$ cat src/rtl/int_pkg.sv
`default_nettype none
// ============================================================================
//  Module      : int_pkg
//  Description : Shared definitions for the interrupt controller.
//                - Controller state encoding
//                - Return-from-interrupt opcode retired by decode
//                - Default handler vector base and stride
//                - Lowest-set-bit helper used by the arbiter
//  Revision    : 1.0  initial release
// ============================================================================
package int_pkg;

    typedef enum logic [1:0] {
        ST_IDLE    = 2'd0,
        ST_REQ     = 2'd1,
        ST_SERVICE = 2'd2
    } state_e;

    // Decode signals int_done when it retires this opcode.
    localparam logic [3:0]  INT_DONE_OP    = 4'b0011;

    localparam logic [15:0] DEF_VEC_BASE   = 16'h0F00;
    localparam logic [15:0] DEF_VEC_STRIDE = 16'h0010;

    // Index of the lowest set bit. The loop scans downward, so the last hit
    // is the lowest index. Returns 0 for an all-zero input; callers must
    // qualify the result with their own "any bit set" flag.
    function automatic logic [2:0] lowest_set(input logic [7:0] req);
        logic [2:0] idx;
        idx = 3'd0;
        for (int i = 7; i >= 0; i--) begin
            if (req[i]) begin
                idx = 3'(i);
            end
        end
        return idx;
    endfunction

endpackage
`default_nettype wire

$ cat src/rtl/int_sync_edge.sv
`default_nettype none
// ============================================================================
//  Module      : int_sync_edge
//  Description : Two-flop synchroniser for one asynchronous interrupt line,
//                followed by a rising-edge detector against a third flop.
//                edge_pulse is high for one clock per clean rising edge.
//  Ports       : clk        in  system clock
//                rst        in  asynchronous active-low reset
//                async_in   in  raw asynchronous input
//                edge_pulse out one-cycle rising-edge pulse (synchronous)
//  Revision    : 1.0  initial release
// ============================================================================
module int_sync_edge (
    input  logic clk,
    input  logic rst,
    input  logic async_in,
    output logic edge_pulse
);

    logic sync1_q, sync1_d;
    logic sync2_q, sync2_d;
    logic prev_q,  prev_d;

    always_comb begin
        sync1_d = async_in;
        sync2_d = sync1_q;
        prev_d  = sync2_q;
    end

    always_ff @(posedge clk or negedge rst) begin
        if (!rst) begin
            sync1_q <= 1'b0;
            sync2_q <= 1'b0;
            prev_q  <= 1'b0;
        end else begin
            sync1_q <= sync1_d;
            sync2_q <= sync2_d;
            prev_q  <= prev_d;
        end
    end

    assign edge_pulse = sync2_q & ~prev_q;

endmodule
`default_nettype wire

$ cat src/rtl/int_ctrl.sv
`default_nettype none
// ============================================================================
//  Module      : int_ctrl
//  Description : Interrupt controller beside fetch. Latches rising edges of
//                NUM_SRC external sources as pending, grants the lowest-index
//                pending unmasked source, requests a redirect to its handler,
//                saves the return PC on acceptance and releases it when
//                decode retires the return-from-interrupt opcode.
//  Ports       : clk, rst (async active-low)
//                src        raw interrupt lines
//                mask_we / mask_wdata   mask register write (1 = enabled)
//                int_req / int_vector / int_id   redirect request to fetch
//                int_ack / ack_pc       fetch acceptance and return address
//                int_done               handler finished (from decode)
//                ret_valid / ret_pc     one-cycle return redirect
//                pending                pending register (debug/LEDs)
//  Revision    : 1.0  initial release
// ============================================================================
module int_ctrl
    import int_pkg::*;
#(
    parameter int          NUM_SRC    = 4,
    parameter logic [15:0] VEC_BASE   = DEF_VEC_BASE,
    parameter logic [15:0] VEC_STRIDE = DEF_VEC_STRIDE
) (
    input  logic               clk,
    input  logic               rst,
    input  logic [NUM_SRC-1:0] src,
    input  logic               mask_we,
    input  logic [NUM_SRC-1:0] mask_wdata,
    output logic               int_req,
    output logic [15:0]        int_vector,
    output logic [2:0]         int_id,
    input  logic               int_ack,
    input  logic [15:0]        ack_pc,
    input  logic               int_done,
    output logic               ret_valid,
    output logic [15:0]        ret_pc,
    output logic [NUM_SRC-1:0] pending
);

    logic [NUM_SRC-1:0] src_edge;

    genvar gi;
    generate
        for (gi = 0; gi < NUM_SRC; gi++) begin : g_src
            int_sync_edge u_sync_edge (
                .clk        (clk),
                .rst        (rst),
                .async_in   (src[gi]),
                .edge_pulse (src_edge[gi])
            );
        end
    endgenerate

    state_e             state_q,   state_d;
    logic [NUM_SRC-1:0] pending_q, pending_d;
    logic [NUM_SRC-1:0] mask_q,    mask_d;
    logic [2:0]         id_q,      id_d;
    logic [15:0]        vector_q,  vector_d;
    logic [15:0]        ret_pc_q,  ret_pc_d;

    logic [NUM_SRC-1:0] eligible;
    logic [7:0]         eligible_ext;
    logic [2:0]         grant_id;
    logic               grant;
    logic [NUM_SRC-1:0] grant_clr;

    // Arbitration: masked sources stay pending but cannot win.
    always_comb begin
        eligible     = pending_q & mask_q;
        eligible_ext = 8'(eligible);
        grant_id     = lowest_set(eligible_ext);
        grant        = (state_q == ST_IDLE) && (eligible != '0);
        grant_clr    = grant ? (NUM_SRC'(1) << grant_id) : '0;
    end

    // A new edge in the grant cycle re-sets the bit being cleared.
    always_comb begin
        pending_d = (pending_q & ~grant_clr) | src_edge;
        mask_d    = mask_we ? mask_wdata : mask_q;
    end

    always_comb begin
        state_d   = state_q;
        id_d      = id_q;
        vector_d  = vector_q;
        ret_pc_d  = ret_pc_q;
        int_req   = 1'b0;
        ret_valid = 1'b0;
        case (state_q)
            ST_IDLE: begin
                if (grant) begin
                    id_d     = grant_id;
                    vector_d = VEC_BASE + 16'(grant_id) * VEC_STRIDE;
                    state_d  = ST_REQ;
                end
            end
            ST_REQ: begin
                int_req = 1'b1;
                if (int_ack) begin
                    ret_pc_d = ack_pc;
                    state_d  = ST_SERVICE;
                end
            end
            ST_SERVICE: begin
                // No nesting: pending requests wait until we return to IDLE.
                if (int_done) begin
                    ret_valid = 1'b1;
                    state_d   = ST_IDLE;
                end
            end
            default: begin
                state_d = ST_IDLE;
            end
        endcase
    end

    always_ff @(posedge clk or negedge rst) begin
        if (!rst) begin
            state_q   <= ST_IDLE;
            pending_q <= '0;
            mask_q    <= '1;
            id_q      <= 3'd0;
            vector_q  <= 16'h0000;
            ret_pc_q  <= 16'h0000;
        end else begin
            state_q   <= state_d;
            pending_q <= pending_d;
            mask_q    <= mask_d;
            id_q      <= id_d;
            vector_q  <= vector_d;
            ret_pc_q  <= ret_pc_d;
        end
    end

    assign int_vector = vector_q;
    assign int_id     = id_q;
    assign ret_pc     = ret_pc_q;
    assign pending    = pending_q;

endmodule
`default_nettype wire
$ cat config.mk
export PLATFORM = sky130hd
export DESIGN_NAME = int_ctrl
export DESIGN_NICKNAME = d
export VERILOG_FILES = /design/src/rtl/int_pkg.sv /design/src/rtl/int_sync_edge.sv /design/src/rtl/int_ctrl.sv
export SDC_FILE = /design/constraint.sdc
export NUM_CORES = 1
export LEC_CHECK = 0
export CAP_MARGIN = 20
export CORE_MARGIN = 5
export CORE_UTILIZATION = 60
export CTS_CLUSTER_SIZE = 28
export DETAILED_ROUTE_END_ITERATION = 10
export DONT_BUFFER_PORTS = 1
export GPL_TIMING_DRIVEN = 0
export PLACE_DENSITY_LB_ADDON = 0.1
export SETUP_SLACK_MARGIN = 0.4
export SYNTH_ARGS = -nofsm -noshare
export SYNTH_HDL_FRONTEND = slang
export SYNTH_SLANG_ARGS = --single-unit
export TNS_END_PERCENT = 50
$ cat constraint.sdc
create_clock -name clk -period 1.51 [get_ports clk]
set_clock_uncertainty 0.15 [all_clocks]
set_input_delay 0.2265 -clock clk [delete_from_list [all_inputs] [get_ports clk]]
set_output_delay 0.2265 -clock clk [all_outputs]
set_load 0.01 [all_outputs]
## Word level (Yosys, flattened, before mapping)

Cells that the tools add are included.

- Div/mod/pow operators: 0
- $lt $le $gt $ge: 0
- Shift operators: 1
- Multipliers: 0
- Muxes and demuxes: 12
- Equality and inequality tests: 5
- Reduce and logical (&&, ||, !) cells: 6
- Add/sub/neg operators: 1
- Bitwise operators: 12

Operators with widths:

| cell | count |
|---|---|
| $add 12x7->13 const A | 1 |
| $mux 2 | 5 |
| $and 4x4->4 | 2 |
| $mux 3 | 2 |
| $ne 2x2->1 const B | 3 |
| $pmux 2 s3 | 1 |
| $and 1x1->1 | 4 |
| $mux 4 | 1 |
| $not 1->1 | 4 |
| $not 4->4 | 1 |
| $or 4x4->4 | 1 |
| $reduce_and 2->1 | 2 |
| $reduce_bool 4->1 | 1 |
| $shl 1x3->4 const A | 1 |
| $mux 1 | 3 |
| $reduce_and 3->1 | 1 |
| $eq 2x1->1 const B | 1 |
| $eq 2x2->1 const B | 1 |
| $logic_not 2->1 | 1 |
| $logic_and 1x1->1 | 1 |

- Memory bits (writable): 0
- Input bits: 29
- Memories kept: 0
- Latch bits: 0
- Flip-flop bits (word level): 57
- Bits in read-only memories: 0

## Longest topological paths before layout

Gate-level depths: netlist (run 1).

- Depth in word-level cells: 10
- Gate-level depth with buffers: 3
- Mapped depth without buffers: 3

## Hierarchy

Synthesis (run 1) repeated with hierarchy kept, for this count alone.

- Cell total of the unflattened synthesis: 113
- Area total of the unflattened synthesis: 1670.4 sq um

By module, submodules not included:

| module | times used | sequential area each (sq um) | area each (sq um) | cells each |
|---|---|---|---|---|
| int_ctrl | 1 | 730.7 | 1315.0 | 97 |
| int_sync_edge | 4 | 75.1 | 88.8 | 4 |

## Least setup slack after synthesis (run 1)

OpenSTA, ideal clock, no wires.

- Kind: register to register
- From: register state_q[1]
- To: register ret_pc_q[10] (netlist: ret_pc[10])
- Path slack: 0.162 ns
- Setup time: 0.125 ns
- Buffers on the path: 1
- Stages on the path, launching flop included: 4
- Required time: 1.235 ns
- Period minus slack after synthesis: 1.348 ns
- Arrival: 1.073 ns
- Cells stage by stage: dfrtp_1 -> nand3b_4 -> buf_6 -> mux2_4

- Cells in the longest elaborated chain, start to end: 2

RTL lines:

| what | RTL line | RTL |
|---|---|---|
| start, declared | int_ctrl.sv:56 | `state_e state_q, state_d;` |
| start signal, assigned | int_ctrl.sv:128 | `state_q <= state_d;` |
| $eq 2x1->1 | int_ctrl.sv:91 | `case (state_q)` |
| $reduce_and 2->1 (no line) | n/a |  |
| end signal, assigned | int_ctrl.sv:133 | `ret_pc_q <= ret_pc_d;` |
| end, declared | int_ctrl.sv:61 | `logic [15:0] ret_pc_q, ret_pc_d;` |

No other way between the ends.
A chain may end at the register's enable or synchronous reset.

## Worst setup path in the final report (run 1)

- From: register state_q[1]
- To: register ret_pc_q[14] (netlist: ret_pc[14])

Same word-level chain as after synthesis.

==> flow_metrics.tcl, run 1 <==
set metrics [dict create \
    outcome "finished, violations left" \
    violations "negative hold slack" \
    critPathLaunchType "register" \
    total_number_of_h_tree_levels 2 \
    grt.overflow.total 0 \
    rsz_0062_raised_after_global_routing "true" \
    mostFrequentLayoutCell "sky130_fd_sc_hd__dfrtp_1" \
    initialDrtViolationCount 12 \
    fin_nets 194 \
    setup_viol 0 \
    floorplan.die.width_um 62.2 \
    post-route-period-util 0.957 \
    synth_cell_types 24 \
    finalCriticalPeriod_ns 1.44 \
    cp-end-kind "register" \
    clk_transition_reported_paths_ns 0.11 \
    grt_pass1_vias 1127 \
    slowest_stage "sky130_fd_sc_hd__dfrtp_2" \
    timing.setup.critical_path_class "reg2reg" \
    drtPass1Iterations 2 \
    main_combinational_cell_family_by_area_after_synthesis "multiplexers" \
    via_per_inst 5.10 \
    netlist_instances 113 \
    maxClockFrequency_ghz 0.692 \
    boundaryPins 70 \
    type_of_the_tightest_min_delay_check "in2async" \
    synthesis.area_per_instance_um2 14.5 \
    yosys_warn_count 0 \
    synth-seq-cells 41 \
    hold_viol_final 41 \
    detailroute.via_count 1004 \
    initial_cell_density_of_the_core 0.609 \
    hpwl_mm 1.98 \
    numCtsBuffers 5 \
    net_switching_fraction_of_the_power 0.329 \
    synth-xor-area-share 0 \
    synthToLayoutAreaGrowth_pct 37.5 \
    power.combinational.fraction 0.365 \
    placedInstanceArea_mm2 0.00171 \
    fin_tns_setup_ns 0 \
    route.detailed.wl_per_inst_um 17.2 \
    vdd_ir_drop_max_mv 1.38 \
    dieHeight_um 62.2 \
    netlist_area_mm2 0.00164 \
    grt_first_pass_wirelength_mm 5.35 \
    groute.usage.overall 0.174 \
    antennaDiodeCount 0 \
    core_mm2 0.00269 \
    power.density_mw_per_mm2 1710 \
    cp.required_ns 1.57 \
    routed_wl_mm 3.38 \
    cellLeakagePower_nw 1.08 \
    holdWs_ns -0.565 \
    cts_root_buf "sky130_fd_sc_hd__clkbuf_4" \
    drv_cap 0 \
    rrSetupSlack_ns 0.07 \
    synth_simple_gate_area_frac 0.0505 \
    route.detailed.drc 0 \
    final_cell_mix "sky130_fd_sc_hd__dfrtp_1 (30), sky130_fd_sc_hd__dlygate4sd3_1 (27), sky130_fd_sc_hd__mux2_4 (16)" \
    data_arrival_time_of_the_critical_path_ns 1.50 \
    tritoncts_num_sinks 41 \
    drv_slew 0 \
    post_synth_fa_ha_maj_area_fraction 0 \
    tritoncts "done" \
    clock_power_share 0.127 \
    finish.instance_area_mm2 0.00225 \
    drt.antenna.violating_nets 0 \
    crit_chain "nand3b_4 -> buf_8 -> mux2_4" \
    p_seq_frac 0.508 \
    design_internal_power_w 0.00258 \
    crit_path_max_incr_delay_ns 0.47 \
    crit_path_max_fanout 7 \
    muxShareOfSynthArea 0.158 \
    synth_sequential_area_ratio 0.630 \
    largest_net_degree_at_the_start_of_global_routing 42 \
    cts-root-to-sink-buffers 2 \
    die_area_mm2 0.00387 \
    synth_compound_area_frac 0.0666 \
    postCtsHoldBufs 27 \
    number_of_antenna_violations_at_the_first_check_in_global_routing 0 \
    clk-insertion-delay-late_ns 0.32 \
    gp_congestion 0.759 \
    netsw_w 0.00127 \
    row_count 19 \
    drive_gt1_frac 0.434 \
    port_buffers 0 \
]
logic make-up (layout without fill, tap and decap cells):
logic type | count (synthesis) | count (layout)
buffers and inverters | 22 | 65
AND/OR/NAND/NOR | 14 | 14
flip-flops | 41 | 41
other | 1 | 11
AO/OA/AOI/OAI | 15 | 15
multiplexers | 20 | 20
power by group through the flow:
| stage | clock, W | sequential (W) | combinational (W) |
|---|---|---|---|
| after floorplan | 0 | 0.00184 | 0.000760 |
| final | 0.000490 | 0.00196 | 0.00140 |
| after global routing | 0.000543 | 0.00201 | 0.00150 |
| after detailed placement | 0 | 0.00193 | 0.000845 |
| after CTS | 0.000517 | 0.00193 | 0.00130 |
| after global placement | 0 | 0.00192 | 0.000820 |
sequential cells by signal, indices dropped and copies added, names as in the netlist:
name                       cells
ret_pc                        16
g_src.u_sync_edge.prev_d       4
g_src.u_sync_edge.prev_q       4
g_src.u_sync_edge.sync1_q      4
mask_q                         4
pending                        4
int_vector                     2
state_q                        2
int_id                         1
final cells by class:
type	count	area [µm²]
fillers	141	438
inverters	5	18.8
repair buffers	35	378
multi-input cells	60	571
flip-flops and latches	41	1040
well taps	31	38.8
clock buffers	8	48.8
plain buffers	17	154
synthesized netlist by cell type:
| master | count | area [µm²] |
|---|---|---|
| sky130_fd_sc_hd__nor2b_1 | 1 | 6.26 |
| sky130_fd_sc_hd__o32a_1 | 1 | 10.0 |
| sky130_fd_sc_hd__o21ai_0 | 2 | 10.0 |
| sky130_fd_sc_hd__buf_6 | 1 | 11.3 |
| sky130_fd_sc_hd__o21a_1 | 1 | 7.51 |
| sky130_fd_sc_hd__a22o_1 | 5 | 43.8 |
| sky130_fd_sc_hd__mux2_4 | 9 | 135 |
| sky130_fd_sc_hd__dfstp_2 | 4 | 105 |
| sky130_fd_sc_hd__mux2_2 | 11 | 124 |
| sky130_fd_sc_hd__and2_1 | 1 | 6.26 |
| sky130_fd_sc_hd__nor2_1 | 2 | 7.51 |
| sky130_fd_sc_hd__dfrtp_1 | 37 | 926 |
| sky130_fd_sc_hd__conb_1 | 1 | 3.75 |
| sky130_fd_sc_hd__a21o_1 | 1 | 7.51 |
| sky130_fd_sc_hd__a21boi_0 | 1 | 7.51 |
| sky130_fd_sc_hd__nand2b_1 | 1 | 6.26 |
| sky130_fd_sc_hd__nand3b_4 | 1 | 20.0 |
| sky130_fd_sc_hd__nand2_1 | 4 | 15.0 |
| sky130_fd_sc_hd__nand3_1 | 3 | 15.0 |
| sky130_fd_sc_hd__buf_4 | 16 | 120 |
| sky130_fd_sc_hd__a22oi_1 | 1 | 7.51 |
| sky130_fd_sc_hd__nand4_1 | 1 | 6.26 |
| sky130_fd_sc_hd__a21oi_1 | 3 | 15.0 |
| sky130_fd_sc_hd__inv_1 | 5 | 18.8 |
metrics by stage:
| step | utilization | setup slack [ns] | instances | power [W] |
|---|---|---|---|---|
| after global placement | 0.637 | 0.0470 | 154 | 0.00274 |
| after floorplan | - | 0.162 | 123 | 0.00259 |
| after global routing | 0.837 | 0.0360 | 197 | 0.00405 |
| after detailed placement | 0.637 | 0.0457 | 154 | 0.00278 |
| after CTS | 0.824 | 0.0654 | 197 | 0.00375 |
| final | 0.837 | 0.0655 | 197 | 0.00385 |
worst paths after layout:
check | depth (start not counted) | endpoint | start
max | 3 | ret_pc[14] | state_q[1]
min | 0 | state_q[0] | rst
max reg2reg | 3 | ret_pc[14] | state_q[1]
min reg2reg | 0 | g_src[3].u_sync_edge.prev_d | g_src[3].u_sync_edge.sync1_q
max in group asynchronous | 0 | mask_q[1] | rst
min in group clk | 3 | state_q[1] | int_ack
what timing repair did:
action	CTS	global route
cloned	1	0
gates resized for setup	28	10
hold endpoints to repair	67	41
pin swaps	8	5
endpoints found under the setup margin	55	58
setup buffers	7	0
metal layers:
layer  GRT usage  share of wire  vias up
li1            -              -      462
met4      0.0488          0.017        0
met5           0              0        -
met3      0.0793          0.090        8
met2       0.304           0.55       47
met1       0.188           0.35      487
critical path, delay by kind of cell (launching register included):
kind | cells | cell delay [ns]
and+or+nand+nor | 1 | 0.23
DFF | 1 | 0.47
buffers and inverters | 1 | 0.18
muxes | 1 | 0.30
(Power assumes the default switching activity.)
==> inputs of run 2 (changes only) <==
- CORE_UTILIZATION: 60 -> 42
- PLACE_DENSITY: not set -> 0.54
- PLACE_DENSITY_LB_ADDON: 0.1 -> not set
==> run 2 against run 1 <==
Effect of this change: the flow still finishes with violations (negative hold slack); core utilization is 23 points lower; highest routed layer unchanged; first-iteration DRC count grew to 3.4 times the previous value; via count is 0.80% lower; count of clock-buffer cells in the layout down 1.
==> flow_metrics.tcl, run 2 (same netlist as run 1, synthesis figures left out) <==
set metrics [dict create \
    routed_wl_mm 3.34 \
    post-route-period-util 0.920 \
    fin_tns_setup_ns 0 \
    grt-busiest-layer "met2" \
    rsz_0062_raised_after_global_routing "true" \
    row_count 22 \
    clk_transition_reported_paths_ns 0.08 \
    slowest_stage "sky130_fd_sc_hd__dfrtp_2" \
    core_mm2 0.00372 \
    finalCriticalPeriod_ns 1.39 \
    route.detailed.wl_per_inst_um 15.7 \
    critPathLaunchType "register" \
    drt.antenna.violating_nets 0 \
    drive_gt1_frac 0.418 \
    grtUsageMet2 0.226 \
    holdWs_ns -0.524 \
    boundaryPins 70 \
    cts_root_buf "sky130_fd_sc_hd__clkbuf_8" \
    cp-end-kind "output port" \
    global_route.usage.met3 0.0637 \
    numCtsBuffers 5 \
    crit_chain "nand2b_4 -> nor2_4" \
    crit_path_max_incr_delay_ns 0.45 \
    cts-root-to-sink-buffers 2 \
    floorplan.die.width_um 72.4 \
    setup_viol 0 \
    number_of_cells_on_the_worst_reg_to_reg_path 4 \
    hold_viol_final 41 \
    number_of_antenna_violations_at_the_first_check_in_global_routing 0 \
    dieHeight_um 72.4 \
    die_area_mm2 0.00524 \
    gp_congestion 0.729 \
    grt_pass1_vias 1105 \
    tritoncts "done" \
    postCtsHoldBufs 27 \
    port_buffers 0 \
    tritoncts_num_sinks 41 \
    largest_register_ff_count 16 \
    gr-usage-met1 0.145 \
    clk-insertion-delay-late_ns 0.29 \
    final_critical_path_setup_slack_ns 0.121 \
    hpwl_mm 2.11 \
    groute.usage.overall 0.133 \
    via_per_inst 4.68 \
    grt_first_pass_wirelength_mm 5.26 \
    outcome "finished, violations left" \
    maxClockFrequency_ghz 0.720 \
    initialDrtViolationCount 41 \
    timing.setup.critical_path_class "reg2out" \
    total_number_of_h_tree_levels 2 \
    crit_path_max_fanout 4 \
    detailroute.via_count 996 \
    antennaDiodeCount 0 \
    largest_net_degree_at_the_start_of_global_routing 42 \
    mostFrequentLayoutCell "sky130_fd_sc_hd__dfrtp_1" \
    drv_slew 0 \
    type_of_the_tightest_min_delay_check "in2async" \
    initial_cell_density_of_the_core 0.440 \
    cp.required_ns 1.13 \
    data_arrival_time_of_the_critical_path_ns 1.01 \
    drtPass1Iterations 2 \
    final_cell_mix "sky130_fd_sc_hd__dfrtp_1 (33), sky130_fd_sc_hd__dlygate4sd3_1 (27), sky130_fd_sc_hd__buf_4 (17)" \
    fin_nets 193 \
    dpl_worst_slack_ns 0.00667 \
    violations "negative hold slack" \
    power.density_mw_per_mm2 1790 \
    route.detailed.drc 0 \
    drv_cap 0 \
    cellLeakagePower_nw 1.06 \
    vdd_ir_drop_max_mv 0.903 \
    grt.overflow.total 0 \
    synthToLayoutAreaGrowth_pct 38.3 \
]
## run 2: layer usage
layer | part of all wire | routed length [µm] | vias up
met5 | 0 | 0 | -
met4 | 0.0069 | 23 | 0
met3 | 0.11 | 380 | 4
met2 | 0.49 | 1630 | 48
met1 | 0.39 | 1310 | 488
li1 | - | - | 456
## run 2: final timing paths
kind | to | slack, ns | start
max reg2reg | pending[3] | 0.14 | state_q[0]
max | ret_valid | 0.12 | state_q[0]
min | int_vector[10] | -0.52 | rst
max in group asynchronous | mask_q[0] | 1.55 | rst
min in group clk | state_q[1] | 0.12 | int_ack
min reg2reg | g_src[0].u_sync_edge.prev_d | 0.20 | g_src[0].u_sync_edge.sync1_q
## run 2: stage by stage
stage               total power, W  cell area [µm²]   util  cells  hold slack (ns)
finish                     0.00406             2260  0.609    213           -0.524
global route               0.00429             2260  0.609    213           -0.553
CTS                        0.00400             2220  0.598    212           -0.534
detailed placement         0.00280             1730  0.466    171           -0.218
global placement           0.00276             1730  0.466    171           -0.218
floorplan                  0.00259             1670      -    123           -0.219
## run 2: layout make-up
cell class	count	area [µm²]
Clock inverter	1	30.0
Multi-Input combinational cell	60	546
Tap cell	48	60.1
Inverter	5	18.8
Timing Repair Buffer	34	334
Clock buffer	7	86.3
Fill cell	296	1450
Buffer	17	151
Sequential cell	41	1040
## run 2: repair_timing
item / 4_1_cts / 5_1_grt
endpoints found under the hold margin: 67 / 41
resized for setup: 16 / 10
buffers inserted: 6 / 1
endpoints found under the setup margin: 37 / 58
pin swaps: 9 / 2
## run 2: power by group
part	leakage [nW]	internal, W	switching [W]
sequential	0.464	0.00147	0.000464
combinational	0.539	0.000778	0.000442
clock	0.0585	0.000539	0.000370
total	1.06	0.00278	0.00128
## run 2: worst max-delay path: cells and delay by family (launching register included)
| family | cells | cell delay (ns) |
|---|---|---|
| DFF | 1 | 0.45 |
| and+or+nand+nor | 2 | 0.28 |
==> inputs of run 3 (changes only) <==
- GPL_TIMING_DRIVEN: 0 -> not set
- clock period: 1.51 -> 1.5 ns (I/O delays scaled with it)
==> run 3 against run 2 <==
Effect of this change: the flow still finishes with violations (negative hold slack); power grew 4.4%; die area is the same; sequential share of layout area grew 0.66 points; final area is 1.8% lower; critical path type is now reg2reg; critical endpoint is now ret_pc[7]; largest power group unchanged.
==> flow_metrics.tcl, run 3 (same netlist as run 1, synthesis figures left out) <==
set metrics [dict create \
    outcome "finished, violations left" \
    violations "negative hold slack" \
    multi_input_comb_area_um2 583 \
    final_cell_mix "sky130_fd_sc_hd__dfrtp_1 (36), sky130_fd_sc_hd__dlygate4sd3_1 (27), sky130_fd_sc_hd__mux2_4 (16)" \
    grt_first_pass_wirelength_mm 4.95 \
    cellLeakagePower_nw 1.04 \
    clk-insertion-delay-late_ns 0.29 \
    cp-end-kind "register" \
    grtUsageMet2 0.196 \
    number_of_antenna_violations_at_the_first_check_in_global_routing 0 \
    holdWs_ns -0.528 \
    core_mm2 0.00372 \
    initial_cell_density_of_the_core 0.440 \
    vdd_ir_drop_max_mv 0.845 \
    cts_root_buf "sky130_fd_sc_hd__clkbuf_8" \
    fillerInstances 280 \
    drt.antenna.violating_nets 0 \
    route.detailed.wl_per_inst_um 16.0 \
    timing.setup.critical_path_class "reg2reg" \
    dieHeight_um 72.4 \
    die_area_mm2 0.00524 \
    synthToLayoutAreaGrowth_pct 35.9 \
    via_per_inst 4.82 \
    grt.overflow.total 0 \
    gp_congestion 0.760 \
    post-route-period-util 0.934 \
    initialDrtViolationCount 64 \
    number_of_cells_on_the_worst_reg_to_reg_path 4 \
    hpwl_mm 2.01 \
    power.density_mw_per_mm2 1910 \
    groute.usage.overall 0.126 \
    critPathLaunchType "register" \
    data_arrival_time_of_the_critical_path_ns 1.43 \
    cp.required_ns 1.53 \
    setup_viol 0 \
    antennaDiodeCount 0 \
    finalCriticalPeriod_ns 1.40 \
    total_number_of_h_tree_levels 2 \
    detailroute.via_count 968 \
    type_of_the_tightest_min_delay_check "in2async" \
    drive_gt1_frac 0.386 \
    fin_nets 181 \
    hold_viol_final 41 \
    fin_tns_setup_ns 0 \
    port_buffers 0 \
    final_power_w 0.00424 \
    route.detailed.drc 0 \
    gr-usage-met1 0.151 \
    numCtsBuffers 5 \
    grt-busiest-layer "met2" \
    maxClockFrequency_ghz 0.714 \
    rsz_0062_raised_after_global_routing "true" \
    drv_slew 0 \
    floorplan.die.width_um 72.4 \
    tritoncts "done" \
    routed_wl_mm 3.22 \
    drv_cap 0 \
    largest_net_degree_at_the_start_of_global_routing 42 \
    largest_register_ff_count 16 \
    grt_pass1_vias 1018 \
    ff_latch_area_mm2 0.00103 \
    global_route.usage.met3 0.0471 \
    row_count 22 \
    tritoncts_num_sinks 41 \
    mostFrequentLayoutCell "sky130_fd_sc_hd__dfrtp_1" \
    cts-root-to-sink-buffers 2 \
    postCtsHoldBufs 27 \
    drtPass1Iterations 4 \
    boundaryPins 70 \
    crit_path_max_fanout 4 \
    clk_transition_reported_paths_ns 0.08 \
]
run 3: cell types whose count changed in the layout (fill, tap and decap cells not counted), sizes merged:
cell / before / now
buf: 24 / 12
run 3: worst paths after layout:
check                                                  start  slack, ns                           to
worst max-delay path                              state_q[1]        0.1                    ret_pc[7]
worst min-delay path                                     rst      -0.53                   state_q[0]
worst max register to register                    state_q[1]        0.1                    ret_pc[7]
worst min register to register  g_src[0].u_sync_edge.sync1_q       0.20  g_src[0].u_sync_edge.prev_d
max in group asynchronous                                rst       1.55                    mask_q[0]
min in group clk                                     int_ack       0.14                   state_q[1]
run 3: routing by layer:
layer / wire length, µm / share of wire / vias to the layer above
li1: - / - / 437
met4: 46 / 0.014 / 0
met5: 0 / 0 / -
met2: 1580 / 0.49 / 45
met1: 1270 / 0.40 / 481
met3: 325 / 0.10 / 5
run 3: report_power, final:
group	internal [W]	switching (W)	total, W
clock	0.000542	0.000356	0.000899
combinational	0.000900	0.000529	0.00143
sequential	0.00147	0.000440	0.00191
total	0.00291	0.00133	0.00424
run 3: cell type report:
| class | count | area share |
|---|---|---|
| Inverter | 5 | 0.00845 |
| Clock inverter | 1 | 0.0135 |
| Tap cell | 48 | 0.0270 |
| Multi-Input combinational cell | 60 | 0.262 |
| Sequential cell | 41 | 0.465 |
| Timing Repair Buffer | 39 | 0.185 |
| Clock buffer | 7 | 0.0389 |
run 3: stage by stage:
stage                     area (µm²)   util  std cells  setup WS (ns)
after global placement          1630  0.439        158          0.120
after global routing            2220  0.598        201         0.0476
after CTS                       2150  0.578        199         0.0841
after detailed placement        1630  0.439        158         0.0809
final                           2220  0.598        201         0.0997
after floorplan                 1670      -        123          0.152
run 3: timing repair:
| item | CTS | global route |
|---|---|---|
| endpoints found under the setup margin | 45 | 58 |
| pin swaps | 4 | 6 |
| endpoints found under the hold margin | 67 | 41 |
| setup buffers | 5 | 2 |
| gates resized for setup | 15 | 17 |
| cloned | 1 | 0 |
run 3: critical path: stages, from the launching register on:
cell,delay [ns]
sky130_fd_sc_hd__dfrtp_1,0.38
sky130_fd_sc_hd__nand3b_4,0.21
sky130_fd_sc_hd__buf_6,0.15
sky130_fd_sc_hd__buf_6,0.12
sky130_fd_sc_hd__mux2_4,0.29
